--- src/rtl/uart_tx_arbiter.sv ---
// Purpose: round-robin packet arbiter sharing the UART transmit FIFO push port among requesters.
// Latency: grant is registered one cycle after a request is seen in IDLE; words then pass through combinationally.
// Backpressure: fifo_full drops the owner's req_ready in the same cycle; full-stalled cycles freeze the watchdog.
//
// Ports:
//   sys_clk, rst_n      - clock and synchronous active-low reset
//   req_valid/last/data - per-requester word offer; requester k data at [k*DATA_WIDTH +: DATA_WIDTH]
//   req_ready           - word from requester k accepted this cycle (owner only, when FIFO not full)
//   fifo_push/data/full - push interface into the UART controller input FIFO
//   grant, busy         - one-hot current owner, and packet-locked flag
//   timeout_pulse/id    - one-cycle watchdog revoke strobe and the revoked requester index (held)
module uart_tx_arbiter #(
    parameter int NUM_REQ    = 4,
    parameter int DATA_WIDTH = 32,
    parameter int TIMEOUT    = 255
) (
    input  logic                          sys_clk,
    input  logic                          rst_n,
    input  logic [NUM_REQ-1:0]            req_valid,
    input  logic [NUM_REQ-1:0]            req_last,
    input  logic [NUM_REQ*DATA_WIDTH-1:0] req_data,
    output logic [NUM_REQ-1:0]            req_ready,
    output logic                          fifo_push,
    output logic [DATA_WIDTH-1:0]         fifo_data,
    input  logic                          fifo_full,
    output logic [NUM_REQ-1:0]            grant,
    output logic                          busy,
    output logic                          timeout_pulse,
    output logic [$clog2(NUM_REQ)-1:0]    timeout_id
);

    localparam int IDW = $clog2(NUM_REQ);

    typedef enum logic {
        ST_IDLE   = 1'b0,
        ST_LOCKED = 1'b1
    } state_e;

    state_e               state_q, state_d;
    logic [IDW-1:0]       ptr_q, ptr_d;
    logic [IDW-1:0]       gidx_q, gidx_d;
    logic [NUM_REQ-1:0]   grant_q, grant_d;
    logic [15:0]          cnt_q, cnt_d;
    logic                 tpulse_q, tpulse_d;
    logic [IDW-1:0]       tid_q, tid_d;

    logic                 own_vld;
    logic                 own_last;
    logic [DATA_WIDTH-1:0] own_dat;
    logic                 xfer;
    logic [IDW-1:0]       pick;
    logic [IDW-1:0]       ptr_next;

    // First requesting index at or above p, wrapping past NUM_REQ-1 back to 0.
    function automatic logic [IDW-1:0] rr_pick(input logic [NUM_REQ-1:0] v,
                                               input logic [IDW-1:0]     p);
        logic [IDW-1:0] sel;
        logic           found;
        int             idx;
        sel   = '0;
        found = 1'b0;
        for (int i = 0; i < NUM_REQ; i++) begin
            idx = (int'(p) + i) % NUM_REQ;
            if (!found && v[idx]) begin
                found = 1'b1;
                sel   = IDW'(idx);
            end
        end
        return sel;
    endfunction

    // Owner's handshake signals, selected by the one-hot grant register.
    always_comb begin
        own_vld  = 1'b0;
        own_last = 1'b0;
        own_dat  = '0;
        for (int k = 0; k < NUM_REQ; k++) begin
            if (grant_q[k]) begin
                own_vld  = req_valid[k];
                own_last = req_last[k];
                own_dat  = req_data[k*DATA_WIDTH +: DATA_WIDTH];
            end
        end
    end

    assign xfer     = (state_q == ST_LOCKED) && own_vld && !fifo_full;
    assign pick     = rr_pick(req_valid, ptr_q);
    // Pointer moves one past the owner whenever a grant is released.
    assign ptr_next = (gidx_q == IDW'(NUM_REQ - 1)) ? '0 : gidx_q + IDW'(1);

    always_comb begin
        state_d  = state_q;
        ptr_d    = ptr_q;
        gidx_d   = gidx_q;
        grant_d  = grant_q;
        cnt_d    = cnt_q;
        tpulse_d = 1'b0;
        tid_d    = tid_q;
        case (state_q)
            ST_IDLE: begin
                if (|req_valid) begin
                    state_d       = ST_LOCKED;
                    gidx_d        = pick;
                    grant_d       = '0;
                    grant_d[pick] = 1'b1;
                    cnt_d         = '0;
                end
            end
            ST_LOCKED: begin
                if (xfer) begin
                    // A transfer always beats the watchdog, even when the count sits at TIMEOUT.
                    cnt_d = '0;
                    if (own_last) begin
                        state_d = ST_IDLE;
                        grant_d = '0;
                        ptr_d   = ptr_next;
                    end
                end else if (cnt_q == 16'(TIMEOUT)) begin
                    state_d  = ST_IDLE;
                    grant_d  = '0;
                    ptr_d    = ptr_next;
                    tpulse_d = 1'b1;
                    tid_d    = gidx_q;
                end else if (!own_vld) begin
                    // Only owner starvation counts; a full FIFO holds the count.
                    cnt_d = cnt_q + 16'd1;
                end
            end
            default: begin
                state_d = ST_IDLE;
                grant_d = '0;
            end
        endcase
    end

    always_ff @(posedge sys_clk) begin
        if (!rst_n) begin
            state_q  <= ST_IDLE;
            ptr_q    <= '0;
            gidx_q   <= '0;
            grant_q  <= '0;
            cnt_q    <= '0;
            tpulse_q <= 1'b0;
            tid_q    <= '0;
        end else begin
            state_q  <= state_d;
            ptr_q    <= ptr_d;
            gidx_q   <= gidx_d;
            grant_q  <= grant_d;
            cnt_q    <= cnt_d;
            tpulse_q <= tpulse_d;
            tid_q    <= tid_d;
        end
    end

    assign req_ready     = ((state_q == ST_LOCKED) && !fifo_full) ? grant_q : '0;
    assign fifo_push     = xfer;
    assign fifo_data     = xfer ? own_dat : '0;
    assign grant         = grant_q;
    assign busy          = (state_q == ST_LOCKED);
    assign timeout_pulse = tpulse_q;
    assign timeout_id    = tid_q;

endmodule

--- config.mk ---
export PLATFORM = sky130hd
export DESIGN_NAME = uart_tx_arbiter
export DESIGN_NICKNAME = d
export VERILOG_FILES = /design/src/rtl/uart_tx_arbiter.sv
export SDC_FILE = /design/constraint.sdc
export NUM_CORES = 1
export LEC_CHECK = 0
export BUFFER_PORTS_ARGS = -buffer_cell sky130_fd_sc_hd__buf_2
export CAP_MARGIN = 25
export CORE_MARGIN = 2
export CORE_UTILIZATION = 43
export DETAILED_ROUTE_END_ITERATION = 8
export PLACE_DENSITY = 0.8
export SETUP_SLACK_MARGIN = 0.3
export SYNTH_ARGS = -nofsm -noshare
export SYNTH_HDL_FRONTEND = slang
export SYNTH_SLANG_ARGS = --single-unit
--- constraint.sdc ---
create_clock -name sys_clk -period 2.4 [get_ports sys_clk]
set_clock_uncertainty 0.2 [all_clocks]
set_input_delay 0.12 -clock sys_clk [delete_from_list [all_inputs] [get_ports sys_clk]]
set_output_delay 0.12 -clock sys_clk [all_outputs]
set_load 0.02 [all_outputs]
---- After elaboration in Yosys (flattened, before gate mapping) ----
Index checks and enable logic that the tools add are counted.
word-level totals
  register bits after elaboration ......... 28
  input port bits ......................... 139
  word-level logic and storage cells ...... 108
cells by class
  add/sub/neg operators ................... 5
  magnitude comparators ................... 6
  equal/unequal tests ..................... 8
  muxes and demuxes ....................... 54
  bitwise logic cells ..................... 6
  reduce and logical (&&, ||, !) cells .... 22
operators by type and width
  cell                                                   count
  2-to-1 mux 32 bit                                      5
  2-to-1 mux 16 bit                                      4
  one-hot mux 16 bit (2 select lines)                    1
  2-to-1 mux 1 bit                                       24
  2-to-1 mux 4 bit                                       5
  adder 16 x 1 -> 16 bit, second input constant          1
  == test 16 x 8 -> 1 bit, second input constant         1
  2-to-1 mux 2 bit                                       8
  < comparator 3 x 4 -> 1 bit, second input constant     3
  AND reduction 3 bit                                    4
  binary-select mux 1 bit (select 2 bit)                 4
  one-hot mux 4 bit (2 select lines)                     1
  logical AND 1 bit                                      7
  < comparator 2 x 3 -> 1 bit, second input constant     2
  inequality test 3 bit, second input constant           2
  OR reduction 2 bit                                     3
  adder 2 x 1 -> 2 bit, second input constant            2
  adder 2 bit, second input constant                     2
  zero test 1 bit                                        4
  inequality test 2 bit, second input constant           2
  OR reduction 4 bit                                     1
  bitwise AND 1 bit, first input constant                3
  inequality test 3 x 1 -> 1 bit, second input constant  1
  inequality test 3 x 2 -> 1 bit, second input constant  1
  8 further kinds                                        10

---- Depth between registers and ports, before layout ----
Gate-level depths: netlist (run 1).
  word-level depth ........................ 20
  mapped depth ............................ 8
  depth with buffers taken out ............ 6

---- Least setup slack after synthesis (run 1) ----
OpenSTA, ideal clock, no wires.
  kind .................................... reg2reg
  start point ............................. register grant_q[1], in the netlist grant[1]
  end point ............................... register cnt_q[14]
  setup time .............................. 0.072 ns
  arrival ................................. 1.884 ns
  data required time ...................... 2.128 ns
  path slack .............................. 0.244 ns
  cell stages (with the launch flop) ...... 8
  clock period less this slack ............ 2.156 ns
  cells stage by stage .................... dfxtp_1 -> buf_4 -> nand3b_1 -> nand3b_1 -> a21o_1 -> buf_6 -> a2111oi_1 -> mux2i_1
between the ends
  cells in the longest elaborated chain, start to end .. 7
ends and longest elaborated chain
  element                                                                                      line  RTL
  from (decl)                                                                                  42    logic [NUM_REQ-1:0] grant_q, grant_d;
  from (signal assigned)                                                                       149   grant_q <= grant_d;
  2-to-1 mux 1 bit (*) (3 in series)                                                           78    if (grant_q[k]) begin
  logical AND 1 bit (2 in series)                                                              86    assign xfer = (state_q == ST_LOCKED) && own_vld && !fifo_full;
  inequality test 3 bit (no line) (tied with other cells)                                      -
  AND reduction 3 bit (no line) / one-hot mux 16 bit (2 select lines) (equally long branches)  -
  to (signal assigned)                                                                         150   cnt_q <= cnt_d;
  to (decl)                                                                                    43    logic [15:0] cnt_q, cnt_d;
Mark *: on every way between the ends. The rest lies on a longest branch, timed or not.
A chain may end at the register's enable or synchronous reset.

---- Worst setup path after layout (run 1) ----
  start point ............................. register cnt_q[15]
  end point ............................... register cnt_q[10]
between the ends
  cells in the longest elaborated chain, start to end .. 3
ends and longest elaborated chain
  element                          line  RTL
  == test 16 x 8 -> 1 bit          118   end else if (cnt_q == 16'(TIMEOUT)) begin
  inequality test 3 bit (no line)  -
  AND reduction 3 bit (no line)    -
Every way passes these cells.

==> metrics, run 1 <==
outcome complete, no violations; # DRC 0; hold path startpoint rst_n; Die Y-Extent 83.7 um; Initial Util 43.7%; Post-Synthesis Cells 386; post-layout net count 710; pwr/cell area 323 nW/um2; Worst-path clk slew 0.11 ns; Pins Over Slew Limit 0; clk buf depth 2; arrival time at the worst endpoint 2.13 ns; sequential share of the synthesized area 20.5%; Die X 83.7 um; number of global-route vias before repair 3361; final hold vios 0; Mapped Area 2730 um2; r2r endpoint cnt_q[10]; beginning of the worst register-to-register path cnt_q[15]; share of layout cells above drive strength 1 48.2%; most frequent cells in the layout buf_2, a21oi_1, buf_4, nor2b_1; DR iter-0 viols 258; most common cell after layout, fill and taps aside buf_2; total CTS buffers 3; initial antenna violation count 3; Hold Path Depth 3; HPWL Detailed 7.26 mm; global route overflow 0; WHS Endpoint cnt_q[1]; Buffers on Ports 183; syn_nets 527; I/O pins 184; worst setup path category flip-flop to flip-flop; WL per Instance 17.4 um; FF+latch count, synth 28; row count 29; synth warn 0; number of max-cap violations 0; final non-filler cell total 647; routability congestion estimate 0.901; worst hold path type input pin to flip-flop; worst-path cell chain or4_4, nor4_4, a21o_1, buf_6, a211oi_1, o221a_2; crit path time final 2.15 ns; Slew @ Worst Pin 0.604 ns; CTS tree done; internal power 0.966 mW; setup TNS 0 ns; die area 7000 um2; Clk Latency, worst-skew pair 0.28 ns; htree depth 1; Leak 1.92 nW; Post-synth top flop dfxtp_1; fill count 495; Max-slew headroom 59.8%; Flop pwr share 34.1%; global-route wire length before repair 15.8 mm; dpl cells 626; clk root buf clkbuf_8; Post-synth ARST share 0%; Core ar. 6240 um2; post-layout util 70.5%; clk sink count 28; Critical Path Start Type flip-flop; VDD IR-drop max 0.000352 V; Final Cycle Share 89.7%; Via density 5.90; worst reg2reg setup slack 0.25 ns; layout overhead on the synthesized area 61.3%; CP required 2.37 ns; first drt pass iteration count 5; Worst Setup End Kind flip-flop; Final setup viols 0; number of routed nets with antenna violations 0; Hold Slack 0.0327 ns; crit path max-delay cell type or4_4; vias 3819; Gate power share 39.0%; overall routing resource usage 26.6%; WL final 11.3 mm; Post-synth EDFFs 0; CP max stage delay 0.56 ns; Sw Share 32.0%; RSZ-0062 raised after global routing true; switching power 0.454 mW; Yosys cell types 53; total power 1.42 mW; syn_area_per_cell 7.07 um2; top fanout value on the critical path 9; largest net degree at the start of global routing 70; Clock Power Share 26.9%; Max Freq 0.464 GHz; reg2reg path depth 6
[cell usage after synthesis, drive strengths merged (3+ instances only)]
master,count,area share [%]
a21oi,49,9.3
nor2,41,5.7
a221oi,34,11
nor2b,34,7.8
nor3,33,6.1
nand2,31,4.3
dfxtp,28,21
clkbuf,27,3.7
mux2i,17,6.2
nand2b,10,2.3
nand3,10,1.8
buf,6,1.9
nand4,6,1.4
and2,5,1.1
and3,5,1.1
inv,5,0.69
nor4,4,1.7
or2b,4,1.1
or4,4,1.2
a2111oi,3,1.9
a41o,3,1.1
o21ai,3,0.55
[flip-flops by register name, summed over array words and instances (netlist names)]
signal,flops
busy,1
gidx_q,2
cnt_q,16
timeout_id,2
ptr_q,2
grant,4
timeout_pulse,1
[stage by stage]
stage / cell area (um2) / setup slack (ns)
floorplan: 2730 / 0.318
global placement: 3720 / 0.252
detailed placement: 3720 / 0.210
CTS: 3880 / 0.248
global route: 4400 / 0.161
finish: 4400 / 0.246
[cell families after synthesis]
family / after synthesis / share of synthesized area [%]
flip-flops: 28 / 20.5
buffers and inverters: 39 / 6.42
AND/OR/NAND/NOR: 195 / 38.1
AO/OA/AOI/OAI: 105 / 27.8
adder cells (fa/ha/maj): 2 / 0.917
multiplexers: 17 / 6.24
[critical path: cells and delay by family, from the launching register on]
family | cells | cell delay [ns]
flip-flops | 1 | 0.34
buffers and inverters | 1 | 0.16
AO/OA/AOI/OAI | 3 | 0.50
AND/OR/NAND/NOR | 2 | 0.85
[power groups by stage]
stage | Sequential, mW | Clock (mW) | Combinational (mW)
after floorplan | 0.497 | 0 | 0.239
after global placement | 0.494 | 0 | 0.411
after detailed placement | 0.495 | 0 | 0.423
after CTS | 0.484 | 0.380 | 0.448
after global routing | 0.487 | 0.403 | 0.596
final | 0.485 | 0.382 | 0.553
[layout make-up]
cell class,count,area (um2),area share (%)
tap,77,96.3,2.19
inverter,6,22.5,0.512
antenna,2,5.00,0.114
timing repair buffer,211,1380,31.4
multi-input combinational,319,2250,51.1
clock inverter,1,30.0,0.682
sequential,28,573,13.0
clock buffer,3,41.3,0.938
[metal layers]
layer | part of all wire [%] | vias up | GRT usage [%] | routed length (um)
met5 | 0.24 | - | 0 | 27
met2 | 47 | 223 | 43.6 | 5330
met4 | 2.7 | 4 | 7.48 | 306
li1 | - | 1806 | - | -
met3 | 9.3 | 42 | 5.34 | 1040
met1 | 40 | 1744 | 35.4 | 4550
[worst max-delay path by stage]
stage                         start  cells past startpoint            end
after floorplan            grant[2]                      6      cnt_q[14]
after global placement     cnt_q[9]                      6      cnt_q[10]
after detailed placement   cnt_q[9]                      6      cnt_q[10]
after CTS                  cnt_q[9]                      6      cnt_q[10]
after global routing       grant[0]                      8  fifo_data[18]
final                     cnt_q[15]                      6      cnt_q[10]
[what timing repair did]
| item | CTS | global route |
|---|---|---|
| setup endpoints to repair | 40 | 57 |
| setup buffers | 1 | 9 |
| gates resized for setup | 12 | 102 |
| hold buffers | 0 | 0 |
| cloned | 1 | 4 |
| pin swaps | 2 | 21 |
Power figures use the tool's default switching activity.
==> run 2, diff against run 1 <==
--- a/config.mk
+++ b/config.mk
@@ -10,6 +10,7 @@
 export CORE_MARGIN = 2
 export CORE_UTILIZATION = 43
 export DETAILED_ROUTE_END_ITERATION = 8
+export GPL_TIMING_DRIVEN = 0
 export PLACE_DENSITY = 0.8
 export SETUP_SLACK_MARGIN = 0.3
 export SYNTH_ARGS = -nofsm -noshare
==> constraint.sdc (replaced) <==
create_clock -name sys_clk -period 2.4 [get_ports sys_clk]
set_clock_uncertainty 0.2 [all_clocks]
set_input_delay 0.12 -clock sys_clk [delete_from_list [all_inputs] [get_ports sys_clk]]
set_output_delay 0.12 -clock sys_clk [all_outputs]
set_load 0.01 [all_outputs]
==> run 2 against run 1 <==
Compared with the run above: combinational power grew 20%; flip-flop and latch count is the same; clock power grew 4%; maximum frequency shrank 4.8%; total power grew 8.7%.
==> metrics, run 2 (same netlist as run 1, synthesis figures left out) <==
outcome complete, no violations; HPWL Detailed 8.43 mm; post-layout net count 746; Initial Util 43.7%; routability congestion estimate 0.975; Largest Register cnt_q; Max Freq 0.442 GHz; initial antenna violation count 3; global route overflow 0; vias 4269; clk buf depth 2; Final Cycle Share 94.2%; top fanout value on the critical path 10; Core ar. 6240 um2; CTS tree done; number of global-route vias before repair 3957; Buffers on Ports 183; fill count 416; CP required 2.08 ns; Clk Latency, worst-skew pair 0.29 ns; clk sink count 28; Die X 83.7 um; largest net degree at the start of global routing 17; Critical Path Start Type flip-flop; worst setup path category flip-flop to output pin; I/O pins 184; number of routed nets with antenna violations 0; post-route setup slack 0.138 ns; metal2 WL 6.33 mm; final non-filler cell total 682; most frequent cells in the layout buf_2, nor2b_1, a21oi_1, nand2_1, nor3_1; Leak 2.13 nW; arrival time at the worst endpoint 1.94 ns; max layer used met5; final hold vios 0; global-route wire length before repair 19.7 mm; total CTS buffers 3; overall routing resource usage 34.0%; row count 29; DR iter-0 viols 339; worst hold path type input pin to flip-flop; area of the multi-input gates 2490 um2; Die Y-Extent 83.7 um; clk root buf clkbuf_8; Worst-path clk slew 0.11 ns; layout overhead on the synthesized area 77.4%; RSZ-0062 raised after global routing true; VDD IR-drop max 0.000343 V; Via density 6.26; max FFs per register 16; Pins Over Slew Limit 0; share of layout cells above drive strength 1 54.6%; WL per Instance 19.9 um; WL final 13.6 mm; Max-slew headroom 51.9%; crit path time final 2.26 ns; htree depth 1; # DRC 0; most common cell after layout, fill and taps aside buf_2; total power 1.54 mW; register area 582 um2; Worst Setup End Kind output pin; number of max-cap violations 0; dpl cells 646; pwr/cell area 319 nW/um2; Slew @ Worst Pin 0.722 ns; met3 WL 1.60 mm; die area 7000 um2; dpl ws -0.0138 ns; Final setup viols 0; first drt pass iteration count 6; Routed met1 length 5.00 mm
run 2: final timing paths:
path	start	end	slack [ns]	cells past startpoint
setup reg to reg	grant[1]	cnt_q[14]	0.14	8
hold / removal	req_last[3]	ptr_q[0]	0.13	5
setup / recovery	grant[0]	fifo_data[9]	0.14	8
hold reg to reg	ptr_q[0]	ptr_q[0]	0.30	2
run 2: what timing repair did:
action,in CTS,in global routing
endpoints found under the setup margin,57,57
hold buffers,1,0
buffers inserted,13,9
gates cloned,6,2
endpoints found under the hold margin,2,0
resized for setup,112,80
pin swaps,34,22
run 2: routing by layer:
metal / up-vias / global-route usage [%]
met2: 350 / 57.0
met4: 2 / 11.9
li1: 1874 / -
met5: - / 0
met1: 1961 / 43.7
met3: 82 / 6.33
run 2: through the flow:
| step | utilization [%] | TNS, ns | instance area (um2) | hold WS (ns) |
|---|---|---|---|---|
| floorplan | - | 0 | 2730 | 0.0819 |
| global placement | 59.9 | 0 | 3740 | 0.251 |
| detailed placement | 59.9 | -0.0527 | 3740 | 0.258 |
| CTS | 70.7 | 0 | 4410 | 0.133 |
| global route | 77.5 | 0 | 4840 | 0.151 |
| finish | 77.6 | 0 | 4840 | 0.130 |
run 2: area by class of cell:
| type | instances | area share [%] |
|---|---|---|
| Tap cell | 77 | 1.99 |
| Clock inverter | 1 | 0.620 |
| Antenna cell | 1 | 0.0517 |
| Inverter | 6 | 0.517 |
| Clock buffer | 3 | 0.853 |
| Buffer | 33 | 5.92 |
| Sequential cell | 28 | 12.0 |
| Timing Repair Buffer | 213 | 26.6 |
| Multi-Input combinational cell | 320 | 51.5 |
run 2: worst max-delay path, stage by stage, from the launching register on:
cell and delay [ns]:
dfxtp_4 0.38, nor2b_1 0.12, buf_4 0.17, buf_8 0.16, a221oi_1 0.34, nor3_1 0.10
a21oi_1 0.16, nor2_1 0.07, buf_2 0.14
run 2: report_power, final:
part	internal [mW]	total [mW]	switching [mW]
clock	0.224	0.397	0.173
combinational	0.320	0.663	0.342
sequential	0.472	0.484	0.0124
==> run 3, diff against run 2 <==
--- a/config.mk
+++ b/config.mk
@@ -5,7 +5,7 @@
 export SDC_FILE = /design/constraint.sdc
 export NUM_CORES = 1
 export LEC_CHECK = 0
-export BUFFER_PORTS_ARGS = -buffer_cell sky130_fd_sc_hd__buf_2
+export BUFFER_PORTS_ARGS = -buffer_cell sky130_fd_sc_hd__buf_4
 export CAP_MARGIN = 25
 export CORE_MARGIN = 2
 export CORE_UTILIZATION = 43
==> constraint.sdc (replaced) <==
create_clock -name sys_clk -period 2.5 [get_ports sys_clk]
set_clock_uncertainty 0.2 [all_clocks]
set_input_delay 0.125 -clock sys_clk [delete_from_list [all_inputs] [get_ports sys_clk]]
set_output_delay 0.125 -clock sys_clk [all_outputs]
set_load 0.01 [all_outputs]
==> run 3 against run 2 <==
Compared with the run above: flip-flop and latch count unchanged; non-clock buffer count shrank 23; register-to-register slack better by 0.17 ns; clock power shrank 26%; critical path depth shrank 1; clock-buffer cell count rose by 1; via count down 9.3%; total power is 15% lower; final area fell by 4.5%; cell count is 3.7% lower; worst hold slack better by 0.028 ns; sequential power fell by 4%; critical endpoint is now cnt_q[14]; largest cell class unchanged; largest power group unchanged.
==> metrics, run 3 (same netlist as run 1, synthesis figures left out) <==
global-route wire length before repair 18.4 mm; routability congestion estimate 0.959; Critical Path Start Type flip-flop; worst setup path category flip-flop to flip-flop; vias 3874; Die Y-Extent 83.7 um; DR iter-0 viols 211; I/O pins 184; HPWL Detailed 9.10 mm; Clk Latency, worst-skew pair 0.28 ns; Final Cycle Share 87.5%; number of global-route vias before repair 3714; crit path time final 2.19 ns; Pins Over Slew Limit 0; most frequent cells in the layout buf_4, a21oi_1, nor2b_1, nor2_1, nor3_1; Via density 5.90; Buffers on Ports 183; Slew @ Worst Pin 0.696 ns; total CTS buffers 3; number of routed nets with antenna violations 0; worst hold path type input pin to flip-flop; DP Area 4200 um2; WL final 12.0 mm; die area 7000 um2; Worst-path clk slew 0.10 ns; RSZ-0062 raised after global routing true; top fanout value on the critical path 9; setup TNS 0 ns; largest net degree at the start of global routing 16; Final setup viols 0; Initial Util 43.7%; WL per Instance 18.3 um; row count 29; post-layout net count 722; pwr/cell area 283 nW/um2; clk buf depth 2; ANT cells 0; most common cell after layout, fill and taps aside buf_4; outcome complete, no violations; htree depth 1; number of max-cap violations 0; Max-slew headroom 53.6%; clk sink count 28; Die X 83.7 um; fill count 498; CTS tree done; Core ar. 6240 um2; # DRC 0; initial antenna violation count 0; VDD IR-drop max 0.000325 V; CP required 2.52 ns; Leak 2.03 nW; global route overflow 0; clk root buf clkbuf_8; arrival time at the worst endpoint 2.21 ns; Worst Setup End Kind flip-flop; first drt pass iteration count 4; Max Freq 0.457 GHz; Largest Register cnt_q; max FFs per register 16; fin area 4620 um2; layout overhead on the synthesized area 69.5%; share of layout cells above drive strength 1 46.0%; total power 1.31 mW; overall routing resource usage 31.7%; final hold vios 0
run 3: layout make-up:
| type | count | area [um2] | area share (%) |
|---|---|---|---|
| plain buffers | 33 | 256 | 5.55 |
| well taps | 77 | 96.3 | 2.08 |
| multi-input cells | 319 | 2200 | 47.5 |
| inverters | 6 | 22.5 | 0.487 |
| flip-flops and latches | 28 | 567 | 12.3 |
| clock buffers | 4 | 55.1 | 1.19 |
| repair buffers | 190 | 1430 | 30.9 |
run 3: worst paths after layout:
check / from / to / slack (ns) / depth (start not counted)
setup / recovery: grant[1] / cnt_q[14] / 0.31 / 7
hold / removal: req_last[3] / ptr_q[1] / 0.16 / 5
setup reg to reg: grant[1] / cnt_q[14] / 0.31 / 7
hold reg to reg: cnt_q[15] / cnt_q[15] / 0.30 / 2
run 3: timing repair:
item / CTS / global route
gates resized for setup: 42 / 68
buffers inserted: 4 / 1
endpoints found under the hold margin: 2 / 0
gates cloned: 0 / 1
pin swaps: 3 / 6
hold buffers: 1 / 0
setup endpoints to repair: 56 / 55
run 3: report_power, final:
| part | switching (mW) | internal (mW) |
|---|---|---|
| sequential | 0.0111 | 0.454 |
| clock | 0.151 | 0.141 |
| combinational | 0.254 | 0.298 |
run 3: critical path: stages (launching register included):
cell and delay, ns:
dfxtp_2 0.37, buf_6 0.13, nand3b_1 0.17, nand3b_1 0.22, a21o_1 0.25, buf_6 0.14
a2111oi_2 0.43, mux2i_1 0.21
run 3: metrics by stage:
stage	setup slack [ns]	hold WS, ns	util (%)	cells
finish	0.313	0.157	74.1	657
global route	0.205	0.189	74.1	657
CTS	0.293	0.148	71.0	655
detailed placement	0.0664	0.244	67.3	646
global placement	0.132	0.222	67.3	646
floorplan	0.433	0.0869	-	386
run 3: per-layer routing:
| layer | track usage [%] | part of all wire, % | vias to the layer above |
|---|---|---|---|
| met3 | 6.43 | 9.4 | 24 |
| met5 | 0 | 0 | - |
| met1 | 41.7 | 41 | 1806 |
| met4 | 5.72 | 1.9 | 0 |
| li1 | - | - | 1823 |
| met2 | 54.2 | 48 | 221 |
